--- src/rtl/sobel_frame_streamer.sv ---
// sobel_frame_streamer: reads a finished Sobel frame from BRAM1 port 2 and
// streams it out over valid/ready with SOF/EOL/EOF markers. A 2-entry FIFO
// absorbs the 1-cycle BRAM read latency so backpressure never drops or
// duplicates a pixel.
module sobel_frame_streamer #(
    parameter int DATA_WIDTH = 8,
    parameter int ADDR_WIDTH = 12,
    parameter int LINE_WIDTH = 98
) (
    input  logic                  clk,
    input  logic                  rst,
    input  logic                  i_start,
    input  logic [ADDR_WIDTH-1:0] i_num_cnt,
    output logic                  b1_ce2,
    output logic                  b1_we2,
    output logic [ADDR_WIDTH-1:0] b1_addr2,
    output logic [DATA_WIDTH-1:0] b1_d2,
    input  logic [DATA_WIDTH-1:0] b1_q2,
    output logic                  o_valid,
    input  logic                  i_ready,
    output logic [DATA_WIDTH-1:0] o_data,
    output logic                  o_sof,
    output logic                  o_eol,
    output logic                  o_eof,
    output logic                  o_idle,
    output logic                  o_done
);

    localparam int COL_W = (LINE_WIDTH > 1) ? $clog2(LINE_WIDTH) : 1;

    typedef enum logic [1:0] {IDLE, STREAM, DRAIN, DONE} state_t;

    state_t                state;
    logic [ADDR_WIDTH-1:0] num_cnt;
    logic [ADDR_WIDTH-1:0] rd_addr;
    logic [ADDR_WIDTH-1:0] cap_idx;
    logic [COL_W-1:0]      col;
    logic                  inflight;

    // 2-entry FIFO storage; markers travel with the pixel
    logic [DATA_WIDTH-1:0] fifo_data [0:1];
    logic [1:0]            fifo_sof;
    logic [1:0]            fifo_eol;
    logic [1:0]            fifo_eof;
    logic                  wr_ptr;
    logic                  rd_ptr;
    logic [1:0]            occ;

    logic                  pop;
    logic                  push;
    logic                  push_ok;
    logic                  issue;
    logic [2:0]            need;
    logic [2:0]            limit;
    logic                  cap_eof;
    logic                  cap_eol;
    logic                  start_frame;

    assign o_valid  = (occ != 2'd0);
    assign pop      = o_valid & i_ready;
    assign push     = inflight;
    // A push into a full FIFO is only legal if the head leaves this cycle;
    // the issue rule makes the other case unreachable.
    assign push_ok  = push & ((occ != 2'd2) | pop);

    // Issue only if the FIFO can still hold this read plus the one in flight,
    // crediting the entry that leaves this cycle.
    assign need     = {1'b0, occ} + {2'b00, inflight};
    assign limit    = 3'd2 + {2'b00, pop};
    assign issue    = (state == STREAM) && (rd_addr < num_cnt) && (need < limit);

    assign b1_ce2   = issue;
    assign b1_addr2 = rd_addr;
    assign b1_we2   = 1'b0;
    assign b1_d2    = '0;

    assign start_frame = (state == IDLE) && i_start;

    // Markers are derived from the capture index, not the read address, so
    // they stay aligned with the data entering the FIFO.
    assign cap_eof  = (cap_idx == num_cnt - 1'b1);
    assign cap_eol  = (col == COL_W'(LINE_WIDTH - 1)) || cap_eof;

    // Head of FIFO is presented only while valid; otherwise outputs read 0
    assign o_data   = o_valid ? fifo_data[rd_ptr] : '0;
    assign o_sof    = o_valid & fifo_sof[rd_ptr];
    assign o_eol    = o_valid & fifo_eol[rd_ptr];
    assign o_eof    = o_valid & fifo_eof[rd_ptr];

    assign o_idle   = (state == IDLE);
    assign o_done   = (state == DONE);

    // Frame control FSM and read address generator
    always_ff @(posedge clk) begin
        if (rst) begin
            state   <= IDLE;
            num_cnt <= '0;
            rd_addr <= '0;
        end else begin
            case (state)
                IDLE: begin
                    if (i_start) begin
                        rd_addr <= '0;
                        if (i_num_cnt != '0) begin
                            num_cnt <= i_num_cnt;
                            state   <= STREAM;
                        end else begin
                            state   <= DONE;
                        end
                    end
                end
                STREAM: begin
                    if (issue)
                        rd_addr <= rd_addr + 1'b1;
                    if (rd_addr == num_cnt)
                        state <= DRAIN;
                end
                DRAIN: begin
                    if (pop && o_eof)
                        state <= DONE;
                end
                DONE: begin
                    state <= IDLE;
                end
                default: state <= IDLE;
            endcase
        end
    end

    // Read-latency tracking and capture-side marker counters
    always_ff @(posedge clk) begin
        if (rst) begin
            inflight <= 1'b0;
            cap_idx  <= '0;
            col      <= '0;
        end else begin
            inflight <= issue;
            if (start_frame) begin
                cap_idx <= '0;
                col     <= '0;
            end else if (push) begin
                cap_idx <= cap_idx + 1'b1;
                col     <= cap_eol ? '0 : col + 1'b1;
            end
        end
    end

    // 2-entry FIFO: write captured BRAM data at tail, advance head on handshake
    always_ff @(posedge clk) begin
        if (rst) begin
            wr_ptr       <= 1'b0;
            rd_ptr       <= 1'b0;
            occ          <= 2'd0;
            fifo_data[0] <= '0;
            fifo_data[1] <= '0;
            fifo_sof     <= '0;
            fifo_eol     <= '0;
            fifo_eof     <= '0;
        end else begin
            if (push_ok) begin
                fifo_data[wr_ptr] <= b1_q2;
                fifo_sof[wr_ptr]  <= (cap_idx == '0);
                fifo_eol[wr_ptr]  <= cap_eol;
                fifo_eof[wr_ptr]  <= cap_eof;
                wr_ptr            <= ~wr_ptr;
            end
            if (pop)
                rd_ptr <= ~rd_ptr;
            case ({push_ok, pop})
                2'b10:   occ <= occ + 2'd1;
                2'b01:   occ <= occ - 2'd1;
                default: occ <= occ;
            endcase
        end
    end

endmodule

--- config.mk ---
export PLATFORM = sky130hd
export DESIGN_NAME = sobel_frame_streamer
export DESIGN_NICKNAME = d
export VERILOG_FILES = /design/src/rtl/sobel_frame_streamer.sv
export SDC_FILE = /design/constraint.sdc
export NUM_CORES = 1
export LEC_CHECK = 0
export ABC_AREA = 1
export BUFFER_PORTS_ARGS = -buffer_cell sky130_fd_sc_hd__buf_2
export CELL_PAD_IN_SITES_DETAIL_PLACEMENT = 0
export CELL_PAD_IN_SITES_GLOBAL_PLACEMENT = 2
export CORE_MARGIN = 2
export CORE_UTILIZATION = 29
export DETAILED_ROUTE_END_ITERATION = 8
export PLACE_DENSITY = 0.79
export SETUP_SLACK_MARGIN = 0.3
export SYNTH_ARGS = -nofsm -noshare
export SYNTH_HDL_FRONTEND = slang
export SYNTH_SLANG_ARGS = --single-unit
--- constraint.sdc ---
create_clock -name clk -period 1.5 [get_ports clk]
set_input_delay 0 -clock clk [delete_from_list [all_inputs] [get_ports clk]]
set_output_delay 0 -clock clk [all_outputs]
set_load 0.03 [all_outputs]
==> results.yml, run 1 <==
run_status:
  status: "complete, but fails checks"
  violations: "setup timing"
yosys:
  synth_top_flop_cell: "dfxtp_1"
  yosysUniqueCellTypes: 38
  yosys.area.top_type: "dfxtp_1"
  ys_ff_latch: 73
  synth_top_area_share: 0.265
  yosysMostFrequentCell: "nand2_1"
  async_flop_share: 0
  ys_seq_area_frac: 0.376
  synth.avg_cell_area_um2: 7.17
  yosysWarnings: 0
  synth_area_um2: 4310
  yosys-top-cells-count: "133 x nand2_1, 69 x nor2_1, 66 x inv_1"
  synthTopCellsByArea: "dfxtp_1 26%, nand2_1 12%, edfxtp_1 11%, ha_1 7.3%, a21oi_1 6.3%"
  syn_inst: 601
  synth-edff-count: 16
finish:
  diodes: 0
  area_growth_pct: 76.0
  final_cells: 999
  design_area_um2: 7580
  nets: 859
  drive_gt1_frac: 0.481
critical_path:
  slowest_stage: "dfxtp_2"
  cp_max_fo: 3
  crit_path_frequent_cell: "buf_6"
  crit_type: "reg -> out"
  endpoint_kind: "output pin"
  crit_chain: "inv_4, buf_6, ha_4, inv_2, nor2_2, o211ai_1, nand2_1, nand2_1, nand3_2, buf_6, inv_2, buf_6"
  crit_required_ns: 1.50
  start_kind: "register"
  worstPathArrival_ns: 1.82
  crit_path_max_incr_delay_ns: 0.35
power:
  worst_ir_drop_vdd_mv: 0.685
  intPower_mw: 6.74
  p_seq_frac: 0.226
  power.density_nw_per_um2: 1470
  p_switching_mw: 4.37
  clockPowerShare: 0.209
  p_leak_nw: 3.29
  combPwrFrac: 0.566
  power_switching_share: 0.393
drt:
  post-route-drc-count: 0
  wirelength_mm: 13.2
  final_antenna_net_count: 0
  first_pass_iters: 4
  post_drt_wl_per_cell_um: 13.2
  post_drt_via_cell_ratio: 4.57
  vias: 4567
  drt_iter0_drc: 211
global_route:
  grt_overflow: 0
  grt_pass1_vias: 4580
  antenna_found_initial: 0
  grtUsageTotal: 0.170
  grt_pass1_wl_mm: 21.7
  grt_max_degree: 25
sta:
  whs_ns: 0.0233
  rsz0062_at_grt: "true"
  period_minus_slack_ns: 1.82
  final.period_utilization: 1.22
  drv_slew: 0
  final.setup_skew_ns: 0.00817
  setup_ws_ns: -0.325
  clock.fmax_mhz: 548
  setup_viol: 73
  hold_viol: 0
placed_design:
  dp_hpwl_mm: 9.33
  dp_cells: 912
  place_area_um2: 5660
  gp_congestion: 0.796
  port-buffer-count: 50
cts:
  htreeDepth: 3
  cts_root_buf: "clkbuf_16"
  cts_made_buffers: 9
  insertion_delay_ns: 0.34
  tritoncts: "done"
  clock_sinks: 73
  clk_path_buf_depth: 2
  clkTransAtPathRegs_ns: 0.06
run:
  drv_cap: 0
floorplan:
  dieArea_um2: 15800
  rows: 44
  die-height_um: 126
  num_io_pins: 60
  start_util: 0.296
  die_w_um: 126
  coreArea_um2: 14500
worst_hold_path:
  hold_class: "in -> reg"
-- cell usage in the layout, fill, tap and decap left out, types with 7 or more instances in the layout --
cell and instances:
a21oi_1 36, a21oi_2 8, a21oi_4 10, buf_12 7
buf_2 36, buf_4 92, buf_6 55, clkbuf_16 10
conb_1 9, dfxtp_1 28, dfxtp_2 14, dfxtp_4 15
dlygate4sd3_1 18, edfxtp_1 16, ha_1 11, ha_4 14
inv_1 43, inv_2 20, inv_4 7, nand2_1 116
nand2_2 10, nand2_4 11, nand3_1 41, nand4_1 9
nor2_1 48, nor2_2 17, nor2_4 7, o21ai_1 10
o21ai_2 18, xor2_1 15
-- timing repair --
item	in CTS	in global routing
resized for setup	154	90
setup buffers	30	16
endpoints found under the hold margin	26	0
pin swaps	37	30
gates cloned	6	1
endpoints found under the setup margin	101	103
hold buffers	18	0
-- layout make-up --
cell class	count	area (um^2)
clock buffers	10	229
fillers	1367	6950
inverters	72	313
multi-input cells	442	3120
flip-flops and latches	73	1700
clock inverters	6	90.1
well taps	184	230
repair buffers	212	1910
-- state kept, by name, summed over array words and instances, names as in the netlist, named ones only --
name,cells
wr_ptr,1
fifo_sof,2
rd_ptr,1
num_cnt,12
cap_idx,12
state,2
inflight,1
b1_addr2,12
fifo_eof,2
occ,2
fifo_eol,2
col,7
fifo_data,16
-- cells by family after synthesis --
logic type | synth area share
simple gates | 0.301
buf+inv | 0.0999
compound gates | 0.111
flops | 0.376
fa+ha+maj | 0.0726
xor+xnor | 0.0386
other cells | 0.000870
-- metal layers --
| layer | up-vias | wire, um | GRT usage |
|---|---|---|---|
| met1 | 2091 | 5990 | 0.213 |
| li1 | 2380 | - | - |
| met4 | 0 | 246 | 0.0640 |
| met5 | - | 0 | 0 |
| met2 | 80 | 6460 | 0.291 |
| met3 | 16 | 494 | 0.0327 |
-- power by group through the flow --
stage	Combinational (mW)	Sequential, mW	Clock (mW)
2_1_floorplan	2.70	2.55	0
4_1_cts	5.58	2.50	2.39
3_3_place_gp	4.05	2.50	0
6_report	6.29	2.51	2.32
3_5_place_dp	4.10	2.51	0
5_1_grt	6.87	2.54	2.47
-- worst max-delay path: cells and delay by family, from the launching register on --
family / cells / cell delay [ns]
flops: 1 / 0.35
fa+ha+maj: 1 / 0.21
buf+inv: 6 / 0.50
simple gates: 4 / 0.27
compound gates: 1 / 0.15
-- through the flow --
step,TNS (ns),setup WS (ns),utilization,power [mW]
2_1_floorplan,-2.15,-0.130,-,5.25
5_1_grt,-19.01,-0.460,0.522,11.9
3_5_place_dp,-9.83,-0.287,0.390,6.61
3_3_place_gp,-8.01,-0.264,0.390,6.56
6_report,-11.47,-0.325,0.522,11.1
4_1_cts,-8.78,-0.322,0.487,10.5
-- path summary, 6_finish.rpt --
check	cells after the start	end	slack, ns	start
worst min register to register	1	cap_idx[0]	0.48	cap_idx[0]
worst min-delay path	2	inflight	0.02	rst
worst max-delay path	12	b1_ce2	-0.32	num_cnt[1]
worst max register to register	14	b1_addr2[6]	-0.31	num_cnt[1]
No activity file was read; power rests on OpenSTA's default activity.
==> inputs of run 2 (changes only) <==
Settings changed: ABC_AREA 1 to unset, CORE_UTILIZATION 29 to 30, PLACE_DENSITY 0.79 to 0.77, SETUP_SLACK_MARGIN 0.3 to unset.
==> run 2 against run 1 <==
The run still ends with setup timing left. Clock-buffer cell count is the same. Via count shrank 13%. Register-to-register slack got worse by 0.61 ns. Critical path type is now reg -> reg. Total power decreased by 18%. Fmax fell by 25%. Final area fell by 12%. Combinational power shrank 27%. Synthesized area down 4.8%. Clock skew up 0.0018 ns. Critical path depth decreased by 3.
==> results.yml, run 2 <==
sta:
  whs_ns: 0.00327
  rsz0062_at_grt: "true"
  setup_ws_ns: -0.922
  period_minus_slack_ns: 2.42
  max_slew.worst_pin.slew_ns: 0.821
  hold_viol: 0
  final.setup_skew_ns: 0.0100
  setup_viol: 28
  max-slew-margin-rel: 0.452
  clock.fmax_mhz: 413
  drv_slew: 0
  final.period_utilization: 1.61
critical_path:
  endpoint_kind: "register"
  cp_max_fo: 5
  start_kind: "register"
  crit_type: "reg -> reg"
  crit_required_ns: 1.78
  worstPathArrival_ns: 2.71
floorplan:
  rows: 42
  num_io_pins: 60
  coreArea_um2: 13300
  start_util: 0.308
  die_w_um: 121
  dieArea_um2: 14600
  die-height_um: 121
yosys:
  yosysWarnings: 0
  synth_top_area_share: 0.278
  async_flop_share: 0
  ys_seq_area_frac: 0.395
  ys_ff_latch: 73
  synth-edff-count: 16
  synth_top_flop_cell: "dfxtp_1"
  yosys-top-cells-count: "58 x nor2_1, 57 x dfxtp_1, 29 x nand2_1"
  yosysMostFrequentCell: "nor2_1"
  synth_area_um2: 4100
  synthTopCellsByArea: "dfxtp_1 28%, edfxtp_1 12%, ha_1 7.6%, mux2i_1 6.3%, nor2_1 5.3%"
  synth.avg_cell_area_um2: 8.76
  yosysUniqueCellTypes: 51
  syn_inst: 468
  yosys.area.top_type: "dfxtp_1"
finish:
  largest-register: "fifo_data"
  largest_register_ffs: 16
  layout_commonest_cell: "buf_4"
  regArea_um2: 1670
  layout_common_cells: "88 x buf_4, 40 x nor2_1, 38 x buf_2, 34 x buf_6, 28 x dfxtp_1"
  nets: 697
  multi_input_area_um2: 2850
  area_growth_pct: 63.4
  diodes: 0
  drive_gt1_frac: 0.473
  fill_cells: 1226
placed_design:
  dp_hpwl_mm: 8.40
  place_ws_ns: -0.984
  gp_congestion: 0.933
  port-buffer-count: 50
power:
  p_switching_mw: 3.30
  combPwrFrac: 0.502
  clockPowerShare: 0.234
  p_leak_nw: 2.74
  p_seq_frac: 0.264
  intPower_mw: 5.81
  worst_ir_drop_vdd_mv: 0.491
  power.density_nw_per_um2: 1360
  power_switching_share: 0.362
drt:
  drt_iter0_drc: 181
  final_antenna_net_count: 0
  post_drt_wl_per_cell_um: 14.9
  vias: 3985
  post_drt_via_cell_ratio: 4.81
  first_pass_iters: 4
  wirelength_mm: 12.4
  post-route-drc-count: 0
global_route:
  grt_overflow: 0
  antenna_found_initial: 0
  grt_pass1_wl_mm: 18.9
  grt_max_degree: 15
  grt_pass1_vias: 3801
  grtUsageTotal: 0.165
worst_hold_path:
  hold_class: "in -> reg"
cts:
  clock_sinks: 73
  htreeDepth: 3
  insertion_delay_ns: 0.35
  cts_made_buffers: 9
  tritoncts: "done"
  cts_root_buf: "clkbuf_16"
  clk_path_buf_depth: 2
  clkTransAtPathRegs_ns: 0.06
run_status:
  status: "complete, but fails checks"
  violations: "setup timing"
run:
  drv_cap: 0
[run 2: worst max-delay path, cell delays in order, from the launching register on]
cell and delay [ns]:
dfxtp_2 0.32, or4_4 0.55, buf_6 0.15, or3_4 0.33, o31ai_4 0.17, o2111ai_1 0.15, a211o_4 0.32, clkbuf_16 0.17
nand2b_4 0.06, a32o_1 0.14
[run 2: path summary, 6_finish.rpt]
path,start,end,slack (ns),depth (start not counted)
setup / recovery,num_cnt[5],fifo_eol[1],-0.92,9
setup reg to reg,num_cnt[5],fifo_eol[1],-0.92,9
hold reg to reg,fifo_sof[1],fifo_sof[1],0.44,2
hold / removal,i_num_cnt[9],num_cnt[9],0.003,3
[run 2: logic make-up (layout without fill, tap and decap cells)]
family	count (synthesis)	count (layout)	synth area share
simple gates	192	193	0.239
flops	73	73	0.395
compound gates	66	69	0.0989
buf+inv	54	227	0.0598
xor+xnor	31	31	0.0662
mux	26	26	0.0635
fa+ha+maj	25	25	0.0763
other cells	1	9	0.000915
[run 2: power by group through the flow]
stage | clock, mW | combinational (mW) | sequential (mW)
5_1_grt | 2.26 | 4.91 | 2.43
3_3_place_gp | 0 | 2.94 | 2.41
6_report | 2.13 | 4.57 | 2.41
2_1_floorplan | 0 | 1.81 | 2.46
3_5_place_dp | 0 | 2.98 | 2.42
4_1_cts | 2.17 | 3.81 | 2.40
[run 2: cell type report]
cell class / instances / share of cell area
Clock inverter: 6 / 0.00878
Multi-Input combinational cell: 353 / 0.425
Timing Repair Buffer: 186 / 0.234
Inverter: 25 / 0.0155
Tap cell: 176 / 0.0329
Sequential cell: 73 / 0.249
Clock buffer: 10 / 0.0342
[run 2: stage by stage]
stage / cells / setup TNS, ns / power, mW / utilization / area [um^2]
2_1_floorplan: 476 / -13.59 / 4.28 / - / 4280
3_3_place_gp: 764 / -24.70 / 5.35 / 0.398 / 5290
3_5_place_dp: 764 / -26.23 / 5.40 / 0.398 / 5290
4_1_cts: 814 / -18.08 / 8.38 / 0.463 / 6160
5_1_grt: 829 / -21.36 / 9.61 / 0.504 / 6700
6_report: 829 / -18.16 / 9.11 / 0.504 / 6700
[run 2: per-layer routing]
metal | track usage | vias to the layer above | wire (um) | share of wire
met5 | 0 | - | 0 | 0
met4 | 0.0610 | 0 | 281 | 0.023
met3 | 0.0334 | 24 | 422 | 0.034
met2 | 0.268 | 73 | 5950 | 0.48
met1 | 0.216 | 1871 | 5710 | 0.46
li1 | - | 2017 | - | -
[run 2: timing repair]
action                                 in CTS  in global routing
pin swaps                                  25                 30
cloned                                      4                  3
hold buffers                               19                  0
resized for setup                          60                116
setup endpoints to repair                  77                 89
endpoints found under the hold margin      27                  0
buffers inserted                           11                 14
